### src/rtl/acq_ram_writer_pkg.sv
// Shared definitions for the acquisition RAM writer: FSM state codes and word constants.
package acq_ram_writer_pkg;

    typedef enum logic [1:0] {
        M_IDLE,
        M_ACQ,
        M_DRAIN,
        M_DONE
    } main_state_t;

    typedef enum logic [1:0] {
        W_IDLE,
        W_SETUP,
        W_STROBE,
        W_HOLD
    } wr_state_t;

    // Overflow marker emitted by the disc reader for the default 8-bit word.
    localparam logic [7:0] OVERFLOW_WORD = 8'h7F;

endpackage

### src/rtl/acq_sync_fifo.sv
// Small synchronous elastic FIFO with push/pop/flush and full/empty flags.
module acq_sync_fifo #(
    parameter int WIDTH = 8,
    parameter int DEPTH = 4
) (
    input  logic             CLOCK,
    input  logic             RESET,
    input  logic             push,
    input  logic [WIDTH-1:0] push_data,
    input  logic             pop,
    input  logic             flush,
    output logic [WIDTH-1:0] pop_data,
    output logic             full,
    output logic             empty
);
    localparam int AW = $clog2(DEPTH);

    logic [WIDTH-1:0] mem [DEPTH];
    logic [AW:0]      wr_ptr;
    logic [AW:0]      rd_ptr;

    always_ff @(posedge CLOCK or posedge RESET) begin
        if (RESET) begin
            wr_ptr <= '0;
            rd_ptr <= '0;
        end else if (flush) begin
            wr_ptr <= '0;
            rd_ptr <= '0;
        end else begin
            if (push && !full)
                wr_ptr <= wr_ptr + 1'b1;
            if (pop && !empty)
                rd_ptr <= rd_ptr + 1'b1;
        end
    end

    // NOTE: storage is not reset; the pointers alone define which entries are valid.
    always_ff @(posedge CLOCK) begin
        if (push && !full && !flush)
            mem[wr_ptr[AW-1:0]] <= push_data;
    end

    assign empty    = (wr_ptr == rd_ptr);
    assign full     = (wr_ptr[AW] != rd_ptr[AW]) && (wr_ptr[AW-1:0] == rd_ptr[AW-1:0]);
    assign pop_data = mem[rd_ptr[AW-1:0]];

endmodule

### src/rtl/acq_ram_writer.sv
// Buffers disc-reader timing words and writes them sequentially into acquisition SRAM,
// owning the RUN enable and stopping on abort, index-mark count or memory full.
module acq_ram_writer
    import acq_ram_writer_pkg::*;
#(
    parameter int BITS       = 8,
    parameter int ADDR_BITS  = 19,
    parameter int FIFO_DEPTH = 4,
    parameter int IDX_BITS   = 4
) (
    input  logic                 CLOCK,
    input  logic                 RESET,
    input  logic                 START,
    input  logic                 ABORT,
    input  logic [IDX_BITS-1:0]  IDX_STOP,
    input  logic [BITS-1:0]      WR_DATA,
    input  logic                 WR_STROBE,
    output logic                 RUN,
    output logic [ADDR_BITS-1:0] SRAM_A,
    output logic [BITS-1:0]      SRAM_D,
    output logic                 SRAM_DRV,
    output logic                 SRAM_WE_N,
    output logic                 BUSY,
    output logic                 DONE,
    output logic                 MEM_FULL,
    output logic                 OVERRUN,
    output logic [ADDR_BITS:0]   ADDR_OUT
);
    localparam logic [ADDR_BITS:0] CAPACITY = {1'b1, {ADDR_BITS{1'b0}}};

    main_state_t m_state;
    wr_state_t   w_state;

    logic [ADDR_BITS:0] acc_cnt;
    logic [ADDR_BITS:0] acc_next;
    logic [IDX_BITS-1:0] idx_cnt;
    logic [IDX_BITS-1:0] idx_next;
    logic prev_msb;

    logic start_go, abort_go, strobe_acq, push, drop, is_mark, hit_full, hit_idx, stop;
    logic fifo_pop, fifo_full, fifo_empty;
    logic [BITS-1:0] fifo_data;

    // ABORT outranks START; START only takes effect from IDLE or DONE.
    assign start_go   = START && !ABORT && (m_state == M_IDLE || m_state == M_DONE);
    assign abort_go   = ABORT && (m_state == M_ACQ || m_state == M_DRAIN);
    assign strobe_acq = WR_STROBE && (m_state == M_ACQ) && !ABORT && !MEM_FULL;
    assign push       = strobe_acq && !fifo_full;
    assign drop       = strobe_acq && fifo_full;
    assign acc_next   = acc_cnt + 1'b1;
    assign is_mark    = push && WR_DATA[BITS-1] && !prev_msb;
    assign idx_next   = (idx_cnt == '1) ? idx_cnt : idx_cnt + 1'b1;
    assign hit_full   = push && (acc_next == CAPACITY);
    assign hit_idx    = is_mark && (IDX_STOP != '0) && (idx_next >= IDX_STOP);
    assign stop       = hit_full || hit_idx;
    assign fifo_pop   = (w_state == W_IDLE) && !fifo_empty && !abort_go;

    acq_sync_fifo #(
        .WIDTH (BITS),
        .DEPTH (FIFO_DEPTH)
    ) u_fifo (
        .CLOCK     (CLOCK),
        .RESET     (RESET),
        .push      (push),
        .push_data (WR_DATA),
        .pop       (fifo_pop),
        .flush     (abort_go),
        .pop_data  (fifo_data),
        .full      (fifo_full),
        .empty     (fifo_empty)
    );

    // NOTE: all state uses non-blocking assignments so every branch reads pre-edge values.
    always_ff @(posedge CLOCK or posedge RESET) begin
        if (RESET) begin
            m_state  <= M_IDLE;
            RUN      <= 1'b0;
            BUSY     <= 1'b0;
            DONE     <= 1'b0;
            MEM_FULL <= 1'b0;
            OVERRUN  <= 1'b0;
            acc_cnt  <= '0;
            idx_cnt  <= '0;
            prev_msb <= 1'b0;
        end else begin
            unique case (m_state)
                M_IDLE, M_DONE: begin
                    if (start_go) begin
                        m_state  <= M_ACQ;
                        RUN      <= 1'b1;
                        BUSY     <= 1'b1;
                        DONE     <= 1'b0;
                        MEM_FULL <= 1'b0;
                        OVERRUN  <= 1'b0;
                        acc_cnt  <= '0;
                        idx_cnt  <= '0;
                        prev_msb <= 1'b0;
                    end
                end
                M_ACQ: begin
                    if (push) begin
                        acc_cnt  <= acc_next;
                        prev_msb <= WR_DATA[BITS-1];
                    end
                    if (is_mark)
                        idx_cnt <= idx_next;
                    if (hit_full)
                        MEM_FULL <= 1'b1;
                    if (drop)
                        OVERRUN <= 1'b1;
                    if (ABORT || stop) begin
                        m_state <= M_DRAIN;
                        RUN     <= 1'b0;
                    end
                end
                M_DRAIN: begin
                    if (!ABORT && fifo_empty && w_state == W_IDLE) begin
                        m_state <= M_DONE;
                        BUSY    <= 1'b0;
                        DONE    <= 1'b1;
                    end
                end
                default: m_state <= M_IDLE;
            endcase
        end
    end

    // Fixed four-phase write: address/data set up, one WE_N low cycle, hold, idle.
    always_ff @(posedge CLOCK or posedge RESET) begin
        if (RESET) begin
            w_state   <= W_IDLE;
            SRAM_A    <= '0;
            SRAM_D    <= '0;
            SRAM_DRV  <= 1'b0;
            SRAM_WE_N <= 1'b1;
            ADDR_OUT  <= '0;
        end else begin
            unique case (w_state)
                W_IDLE: begin
                    if (start_go)
                        ADDR_OUT <= '0;
                    if (fifo_pop) begin
                        w_state  <= W_SETUP;
                        SRAM_A   <= ADDR_OUT[ADDR_BITS-1:0];
                        SRAM_D   <= fifo_data;
                        SRAM_DRV <= 1'b1;
                    end
                end
                W_SETUP: begin
                    w_state   <= W_STROBE;
                    SRAM_WE_N <= 1'b0;
                end
                W_STROBE: begin
                    w_state   <= W_HOLD;
                    SRAM_WE_N <= 1'b1;
                    ADDR_OUT  <= ADDR_OUT + 1'b1;
                end
                W_HOLD: begin
                    w_state  <= W_IDLE;
                    SRAM_DRV <= 1'b0;
                end
                default: w_state <= W_IDLE;
            endcase
        end
    end

endmodule

### config.mk
export PLATFORM = sky130hd
export DESIGN_NAME = acq_ram_writer
export DESIGN_NICKNAME = d
export VERILOG_FILES = /design/src/rtl/acq_ram_writer_pkg.sv /design/src/rtl/acq_sync_fifo.sv /design/src/rtl/acq_ram_writer.sv
export SDC_FILE = /design/constraint.sdc
export NUM_CORES = 1
export LEC_CHECK = 0
export CORE_MARGIN = 4
export CORE_UTILIZATION = 40
export DETAILED_ROUTE_END_ITERATION = 10
export GPL_ROUTABILITY_DRIVEN = 0
export GPL_TIMING_DRIVEN = 1
export PLACE_DENSITY = 0.7
export SLEW_MARGIN = 25
export SYNTH_ARGS = -nofsm -noshare
export SYNTH_HDL_FRONTEND = slang
export SYNTH_HIERARCHICAL = 1
export SYNTH_SLANG_ARGS = --single-unit
export TNS_END_PERCENT = 5
### constraint.sdc
create_clock -name CLOCK -period 3.7 [get_ports CLOCK]
set_input_delay 0.74 -clock CLOCK [delete_from_list [all_inputs] [get_ports CLOCK]]
set_output_delay 0.74 -clock CLOCK [all_outputs]
set_load 0.02 [all_outputs]
==> results of run 1 <==
-- flip-flops by register name (all words and copies together) (netlist names), 2 cells and up --
| signal | cells |
|---|---|
| u_fifo/mem | 32 |
| ADDR_OUT | 20 |
| acc_cnt | 20 |
| SRAM_A | 19 |
| SRAM_D | 8 |
| idx_cnt | 4 |
| u_fifo/rd_ptr | 3 |
| u_fifo/wr_ptr | 3 |
| m_state | 2 |
| w_state | 2 |
-- logic make-up after synthesis --
group	count (synthesis)
mux	14
flops	121
fa+ha+maj	19
simple gates	248
xor+xnor	25
compound gates	114
buf+inv	50
-- worst register-to-register path: stages (launching register included) --
cell     delay [ns]
dfrtp_1        0.38
inv_1          0.08
ha_1           0.49
and3b_1        0.24
mux2_2         0.26
nand2_1        0.14
nor3_1         0.36
nand3_1        0.23
or3_1          0.39
a21oi_1        0.14
-- cell usage after synthesis, types with 5 or more instances --
cell | number | share of area
a21oi_1 | 16 | 0.013
a22o_1 | 6 | 0.0086
a31oi_1 | 5 | 0.0051
and2_1 | 6 | 0.0062
buf_6 | 6 | 0.011
clkbuf_1 | 12 | 0.0074
dfrtp_1 | 88 | 0.36
edfxtp_1 | 32 | 0.16
ha_1 | 19 | 0.039
inv_1 | 23 | 0.014
mux4_2 | 8 | 0.030
nand2_1 | 108 | 0.066
nand3_1 | 27 | 0.022
nand4_1 | 16 | 0.016
nor2_1 | 41 | 0.025
nor3b_1 | 6 | 0.0074
nor4_1 | 5 | 0.0051
o21ai_0 | 47 | 0.039
o31ai_1 | 8 | 0.0098
xnor2_1 | 5 | 0.0072
xor2_1 | 18 | 0.026
-- metrics by stage --
stage / total power (W) / worst slack [ns] / hold WS, ns / std cells
global placement: 0.003306 / 0.6953 / 0.4568 / 831
global route: 0.005208 / 0.6971 / 0.4910 / 863
detailed placement: 0.003381 / 0.5630 / 0.4629 / 831
floorplan: 0.002862 / 0.8249 / 0.4639 / 591
finish: 0.004913 / 0.9083 / 0.4711 / 863
CTS: 0.004949 / 0.8953 / 0.4774 / 863
-- routing by layer --
layer | track usage | wire length, um | vias to the layer above
li1 | - | - | 2288
met1 | 0.2162 | 6160 | 2397
met2 | 0.2656 | 6662 | 146
met3 | 0.04167 | 728 | 24
met4 | 0.05134 | 222 | 0
met5 | 0 | 0 | -
-- how the worst min path moves through the flow --
stage,depth (start not counted),slack (ns),to
after floorplan,1,0.46,prev_msb$_DFFE_PP0P_
after global placement,2,0.46,SRAM_A[6]$_DFFE_PP0P_
after global routing,2,0.49,SRAM_A[6]$_DFFE_PP0P_
after CTS,2,0.48,SRAM_A[6]$_DFFE_PP0P_
final,2,0.47,SRAM_D[6]$_DFFE_PP0P_
after detailed placement,2,0.46,SRAM_A[6]$_DFFE_PP0P_
-- final cells by class --
type / instances / area [um^2]
timing repair buffer: 82 / 803.3
tap: 184 / 230.2
sequential: 121 / 3189
inverter: 24 / 91.34
clock inverter: 14 / 123.9
fill: 1291 / 7211
clock buffer: 18 / 439.2
multi-input combinational: 420 / 2666
-- power groups by stage --
| stage | sequential [W] | clock [W] | combinational (W) |
|---|---|---|---|
| 2_1_floorplan | 0.00181 | 0 | 0.00106 |
| 3_3_place_gp | 0.00170 | 0 | 0.00160 |
| 3_5_place_dp | 0.00172 | 0 | 0.00166 |
| 4_1_cts | 0.00169 | 0.00158 | 0.00167 |
| 5_1_grt | 0.00172 | 0.00165 | 0.00184 |
| 6_report | 0.00169 | 0.00155 | 0.00167 |
==> impl_metrics.yaml, run 1 <==
pwr:
  sw_frac_of_total: 0.3572
  seqPwrFrac: 0.345
  p_int_w: 0.003158
  p_sw_w: 0.001755
  power_density_nw_per_um2: 651.2
  clkPwrFrac: 0.315
  comb_power_share: 0.340
  irDropWorstVdd_uv: 345.7
  power_leakage_nw: 3.202
die:
  start_util: 0.4133
  core.rowCount: 44
  dieArea_um2: 17290
  fp.dieH_um: 131.5
  coreArea_um2: 14750
  fp.dieW_um: 131.5
  num_io_pins: 71
setup_path:
  critPathCapture: "ADDR_OUT[18]$_DFFE_PP0P_"
  critPathCaptureType: "register"
  reg2reg_depth: 9
  cp_num_cells: 9
  cp-start-kind: "register"
  r2r-start: "m_state[0]$_DFFE_PP0P_"
  critPathKind: "register to register"
  cp_data_required_time_ns: 4.03
  critPathMaxStageDelay_ns: 0.49
  timing.rr.end: "ADDR_OUT[18]$_DFFE_PP0P_"
  cp_slowest_cell: "ha_1"
  path_cells: "inv_1 -> ha_1 -> and3b_1 -> mux2_2 -> nand2_1 -> nor3_1 -> nand3_1 -> or3_1 -> a21oi_1"
  path_buf_inv: 1
  cp_max_fo: 11
  crit_start: "m_state[0]$_DFFE_PP0P_"
  cp_data_arrival_time_ns: 3.12
  critPathTopFamily: "simple AND/OR/NAND/NOR gates"
  regToRegSetupSlack_ns: 0.91
clock_tree:
  cts_tree: "built"
  cts_root_buf: "clkbuf_16"
  cts_max_path_buffers: 2
  holdBufCountCts: 0
  cts_buffers: 17
  clk_pin_slew_ns: 0.06
  cts_sinks: 121
  cts_post_setup_buffers_inserted: 0
  htreeDepth: 4
  post_cts_resized: 0
  clk_latency_ns: 0.41
grt:
  grt_max_degree: 64
  grt_pass1_vias: 4800
  grt_pass1_wl_um: 23520
  track_usage: 0.1634
  antenna_found_initial: 0
  gr-total-overflow: 0
timing:
  clock.fmax_ghz: 0.3582
  tightest_slew_ns: 0.6733
  setup_violations: 0
  min_period_ns: 2.792
  fin_skew_ns: 0.007033
  setup_tns_ns: 0
  rsz0062_at_grt: "false"
  hold_viol: 0
  slew_viol_final: 0
  max-slew-margin-rel: 0.5500
  timing.final.crit_share: 0.7545
logic_synthesis:
  yosys_register_bits: 121
  synth_mux_area_frac: 0.04001
  synth_compound_area_frac: 0.1194
  postSynthAreaPerCell_um2: 10.32
  synth-xor-area-share: 0.03837
  synth_fa_ha_area_frac: 0.03898
  synth.distinct_cells: 68
  synth_top_family_by_area: "simple AND/OR/NAND/NOR gates"
  synth.net_count: 627
  synthSimpleGateAreaFrac: 0.1996
  synth_cells: 591
  syn_area_um2: 6098
  ys_async_sr_fraction: 0.7355
  synthFlopType: "dfrtp_1"
  yosysWarningCount: 6
  ys_seq_area_frac: 0.5230
  synth_edf_count: 32
drt:
  num_vias: 4855
  drtIter0Drc: 308
  vias_per_cell: 5.626
  wl_per_cell_um: 15.96
  antenna_left: 0
  drt-total-wl_um: 13770
  drc: 0
  drtPass1Iterations: 5
run_status:
  outcome: "completed"
placed_design:
  io_buffers: 70
  dp_hpwl_um: 9600
  dpl_cell_area_um2: 6980
cells_and_area:
  layout_common_cells: "nand2_1, dfrtp_1, clkdlybuf4s50_1"
  final_nets: 702
  drive_gt1_frac: 0.1075
  final_core_util: 0.5113
  final_common_cell: "nand2_1"
  syn_to_final_growth_pct: 23.70
  final_cell_area_um2: 7543
  diodes: 0
job:
  cap_violations: 0
min_path:
  hold_path_class: "register to register"
  hold_start: "SRAM_D[6]$_DFFE_PP0P_"
No activity file was read; power rests on OpenSTA's default activity.
==> run 2: changes to the inputs <==
Clock period 3.7 ns to 2.85 ns, I/O delays scaled along.
==> run 2 against run 1 <==
Net effect:
- sequential share of layout area is 0.96 points lower
- clock-buffer cell count grew 2
- first-iteration DRC count shrank 1.6%
- critical endpoint is now m_state[0]$_DFFE_PP0P_
- sequential power is 30% higher
- power up 35%
- via count shrank 2.1%
- largest power group is now combinational cells
- non-clock buffer count is 16 higher
- utilization grew 1.2 points
- combinational power is 37% higher
- cell area rose by 2.3%
- clock skew shrank 0.0019 ns
==> impl_metrics.yaml, run 2 (synthesis results as in run 1) <==
run_status:
  outcome: "completed"
setup_path:
  cp-start-kind: "register"
  critPathKind: "register to register"
  critPathCaptureType: "register"
  cp_slowest_cell: "or4_1"
  reg2reg_depth: 8
  timing.rr.end: "m_state[0]$_DFFE_PP0P_"
  r2r-start: "acc_cnt[0]$_DFFE_PP0P_"
  cp_data_required_time_ns: 3.15
  critPathTopFamily: "simple AND/OR/NAND/NOR gates"
  cp_data_arrival_time_ns: 2.92
  critPathMaxStageDelay_ns: 0.53
  path_buf_inv: 0
  path_cells: "ha_1 -> and3_1 -> nor4_1 -> a211oi_1 -> or4_1 -> nor4_2 -> o21ai_2 -> a22o_1"
  regToRegSetupSlack_ns: 0.23
  cp_max_fo: 6
timing:
  slew_viol_final: 0
  final.setup.worst_slack_ns: 0.2333
  max-slew-margin-rel: 0.5302
  rsz0062_at_grt: "false"
  hold_viol: 0
  tightest_slew_ns: 0.7039
  min_period_ns: 2.617
  fin_skew_ns: 0.005170
  setup_tns_ns: 0
  holdWs_ns: 0.4669
  clock.fmax_ghz: 0.3822
  timing.final.crit_share: 0.9182
  setup_violations: 0
drt:
  vias_per_cell: 5.406
  drtPass1Iterations: 5
  drtIter0Drc: 303
  dr_wl_met2_um: 6497
  top_layer: "met4"
  antenna_left: 0
  wl_per_cell_um: 15.33
  wirelength_met1_um: 6194
  drc: 0
  route.met3.wl_um: 661
  drt-total-wl_um: 13470
  num_vias: 4752
clock_tree:
  post_cts_resized: 0
  cts_buffers: 17
  cts_max_path_buffers: 2
  htreeDepth: 4
  cts_post_setup_buffers_inserted: 0
  cts_sinks: 121
  cts_tree: "built"
  holdBufCountCts: 0
  cts_root_buf: "clkbuf_16"
  clk_latency_ns: 0.41
  clk_pin_slew_ns: 0.06
die:
  fp.dieW_um: 131.5
  dieArea_um2: 17290
  num_io_pins: 71
  core.rowCount: 44
  start_util: 0.4133
  coreArea_um2: 14750
  fp.dieH_um: 131.5
cells_and_area:
  drive_gt1_frac: 0.1309
  final_core_util: 0.5232
  diodes: 0
  layout_common_cells: "nand2_1, dfrtp_1, clkdlybuf4s50_1"
  multi_input_area_um2: 2679
  final_common_cell: "nand2_1"
  largest_reg_flops: 32
  final_nets: 718
  syn_to_final_growth_pct: 26.57
  nFillCells: 1281
  final-seq-area_um2: 3189
placed_design:
  pre_cts_slack_ns: -0.02231
  io_buffers: 70
  dp_hpwl_um: 9599
grt:
  antenna_found_initial: 0
  grt_max_degree: 39
  grt_pass1_wl_um: 22970
  gr-total-overflow: 0
  grt_pass1_vias: 4631
  track_usage: 0.1607
pwr:
  power_leakage_nw: 3.306
  irDropWorstVdd_uv: 504.0
  power_density_nw_per_um2: 860.0
min_path:
  hold_path_class: "input pin to async pin"
job:
  cap_violations: 0
==> run 2: changes by cell type in the layout (fill, tap and decap cells not counted) <==
cell | previous run | this run
buf_4 | 11 | 27
clkinv_2 | 4 | 1
clkbuf_8 | 1 | 3
clkinv_4 | 4 | 2
inv_6 | 2 | 4
bufinv_16 | 1 | 2
nand3_1 | 27 | 26
nand3_2 | 0 | 1
o21ai_0 | 47 | 46
o21ai_1 | 1 | 2
xnor2_1 | 5 | 4
xnor2_2 | 2 | 3
==> run 2: layout make-up <==
type,count,share of cell area
Clock buffer,20,0.06046
Timing Repair Buffer,98,0.1196
Tap cell,184,0.02983
Clock inverter,12,0.01799
Multi-Input combinational cell,420,0.3471
Sequential cell,121,0.4132
Inverter,24,0.01183
==> run 2: routing by layer <==
metal	vias to the layer above	global-route usage
met5	-	0
met4	0	0.04609
met3	9	0.04702
met2	120	0.2596
met1	2321	0.2118
li1	2302	-
==> run 2: power by group <==
part           switching (W)  total [W]  leakage (nW)  internal [W]
sequential          0.000183    0.00220          1.49       0.00202
clock               0.000789    0.00215         0.288       0.00137
combinational        0.00133    0.00228          1.53      0.000955
total                0.00230    0.00664          3.31       0.00434
==> run 2: worst max-delay path by stage <==
stage / from / endpoint / slack (ns) / cells after the start
finish: acc_cnt[0]$_DFFE_PP0P_ / m_state[0]$_DFFE_PP0P_ / 0.23 / 8
global route: acc_cnt[0]$_DFFE_PP0P_ / m_state[0]$_DFFE_PP0P_ / 0.02 / 8
CTS: idx_cnt[0]$_DFFE_PP0P_ / m_state[1]$_DFFE_PP0P_ / 0.16 / 11
detailed placement: ABORT / m_state[0]$_DFFE_PP0P_ / -0.02 / 8
global placement: ABORT / ADDR_OUT[18]$_DFFE_PP0P_ / 0.05 / 9
floorplan: RESET / ADDR_OUT[0]$_DFFE_PP0P_ / 0.14 / 1
==> run 2: metrics by stage <==
stage                     cell area, um^2  std cells  power [W]
final                                7719        879   0.006638
after global routing                 7719        879   0.007025
after CTS                            7706        879   0.006677
after detailed placement             7101        847   0.004501
after global placement               7101        847   0.004422
after floorplan                      6098        591   0.003715
==> run 3: changes to the inputs <==
Settings changed: CORE_MARGIN 4 to 2.
==> run 3 against run 2 <==
Net effect:
- via count grew 1.9%
- first-iteration DRC count shrank 8.9%
- hold slack lost 0.013 ns
- global-route usage grew 1.7 points
- clock power shrank 7%
- fmax shrank 0.54%
- utilization shrank 1.3 points
- routed wire length grew 2.1%
- die area shrank 6.0%
- sequential share of layout area grew 0.31 points
- sequential power is essentially flat
==> impl_metrics.yaml, run 3 (synthesis results as in run 1) <==
clock_tree:
  cts_post_setup_buffers_inserted: 0
  cts_tree: "built"
  post_cts_resized: 0
  cts_sinks: 121
  htreeDepth: 4
  holdBufCountCts: 0
  cts_max_path_buffers: 2
  clk_latency_ns: 0.42
  clk_pin_slew_ns: 0.06
  cts_buffers: 17
  cts_root_buf: "clkbuf_16"
cells_and_area:
  diodes: 0
  final_common_cell: "nand2_1"
  layout_common_cells: "nand2_1, dfrtp_1, clkdlybuf4s50_1"
  syn_to_final_growth_pct: 25.69
  drive_gt1_frac: 0.1301
  nFillCells: 1309
  largest_reg_flops: 32
  final_cell_count_no_fill: 880
  final_nets: 715
placed_design:
  io_buffers: 70
  dp_hpwl_um: 9679
  placedCellCount: 848
grt:
  grt_pass1_wl_um: 22880
  track_usage: 0.1779
  grt_pass1_vias: 4668
  grt_max_degree: 57
  antenna_found_initial: 0
  gr-total-overflow: 0
timing:
  fin_skew_ns: 0.01183
  min_period_ns: 2.631
  rsz0062_at_grt: "false"
  tightest_slew_ns: 0.6509
  slew_viol_final: 0
  setup_tns_ns: 0
  max-slew-margin-rel: 0.5650
  setup_violations: 0
  timing.final.crit_share: 0.9231
  clock.fmax_ghz: 0.3801
  hold_viol: 0
min_path:
  hold_path_class: "input pin to async pin"
pwr:
  irDropWorstVdd_uv: 469.1
  p_int_w: 0.004145
  p_sw_w: 0.002304
  comb_power_share: 0.348
  sw_frac_of_total: 0.3573
  seqPwrFrac: 0.343
  power_leakage_nw: 3.276
  power_density_nw_per_um2: 841.4
  clkPwrFrac: 0.309
drt:
  wl_per_cell_um: 15.62
  drtPass1Iterations: 5
  vias_per_cell: 5.505
  antenna_left: 0
  drt-total-wl_um: 13750
  drc: 0
  num_vias: 4844
  drtIter0Drc: 276
job:
  cap_violations: 0
setup_path:
  critPathCaptureType: "register"
  crit_start: "acc_cnt[0]$_DFFE_PP0P_"
  cp_data_arrival_time_ns: 2.93
  critPathTopFamily: "simple AND/OR/NAND/NOR gates"
  cp_max_fo: 7
  path_buf_inv: 0
  cp_data_required_time_ns: 3.15
  cp-start-kind: "register"
  r2r-start: "acc_cnt[0]$_DFFE_PP0P_"
  critPathMaxStageDelay_ns: 0.58
  path_cells: "ha_1 -> and3_1 -> nor4_2 -> a211oi_1 -> or4_1 -> nor4_4 -> o21ai_2 -> a22o_1"
  critPathKind: "register to register"
  cp_slowest_cell: "or4_1"
die:
  fp.dieW_um: 127.5
  start_util: 0.4057
  fp.dieH_um: 127.5
  num_io_pins: 71
  coreArea_um2: 15030
  dieArea_um2: 16250
  core.rowCount: 45
run_status:
  outcome: "completed"
-- run 3: changes by cell type in the layout (fill, tap and decap cells not counted), sizes merged --
cell,change
buf,-3
clkinv,+3
clkinvlp,-1
bufinv,-2
-- run 3: cell type report --
class / count / area [um^2] / share of cell area
clock inverters: 12 / 91.34 / 0.01192
repair buffers: 95 / 900.9 / 0.1175
clock buffers: 20 / 466.7 / 0.06089
flip-flops and latches: 121 / 3191 / 0.4163
inverters: 24 / 91.34 / 0.01192
multi-input cells: 420 / 2689 / 0.3508
well taps: 188 / 235.2 / 0.03069
-- run 3: layer usage --
| layer | track usage | up-vias | wire, um |
|---|---|---|---|
| li1 | - | 2311 | - |
| met1 | 0.2299 | 2378 | 6285 |
| met2 | 0.2929 | 138 | 6717 |
| met3 | 0.03978 | 17 | 585 |
| met4 | 0.06852 | 0 | 161 |
| met5 | 0 | - | 0 |
-- run 3: path summary, 6_finish.rpt --
kind                                                endpoint  slack, ns  cells past startpoint
worst max-delay path                  m_state[0]$_DFFE_PP0P_       0.22                      8
worst min-delay path            u_fifo/wr_ptr[1]$_DFFE_PP0P_       0.45                      2
worst min register to register         SRAM_D[3]$_DFFE_PP0P_       0.48                      2
worst max register to register        m_state[0]$_DFFE_PP0P_       0.22                      8
max in group asynchronous              SRAM_WE_N$_DFFE_PP1P_       1.60                      3
min in group CLOCK                     SRAM_D[3]$_DFFE_PP0P_       0.48                      2
-- run 3: through the flow --
stage          hold WS, ns  setup WS (ns)  total power (W)    util  instance area (um^2)
2_1_floorplan       0.3610         0.1449         0.003715       -                  6098
3_3_place_gp        0.4563        0.08451         0.004390  0.4712                  7083
3_5_place_dp        0.4627       -0.01632         0.004471  0.4712                  7083
4_1_cts             0.4479         0.1869         0.006487  0.5083                  7641
5_1_grt             0.4723        0.01871         0.006832  0.5099                  7665
6_report            0.4537         0.2191         0.006449  0.5099                  7665
-- run 3: power by group through the flow --
stage	Sequential [W]	Combinational (W)	Clock [W]
after floorplan	0.00234	0.00137	0
after global placement	0.00222	0.00217	0
after detailed placement	0.00224	0.00223	0
after CTS	0.00221	0.00225	0.00203
after global routing	0.00224	0.00249	0.00210
final	0.00221	0.00225	0.00199
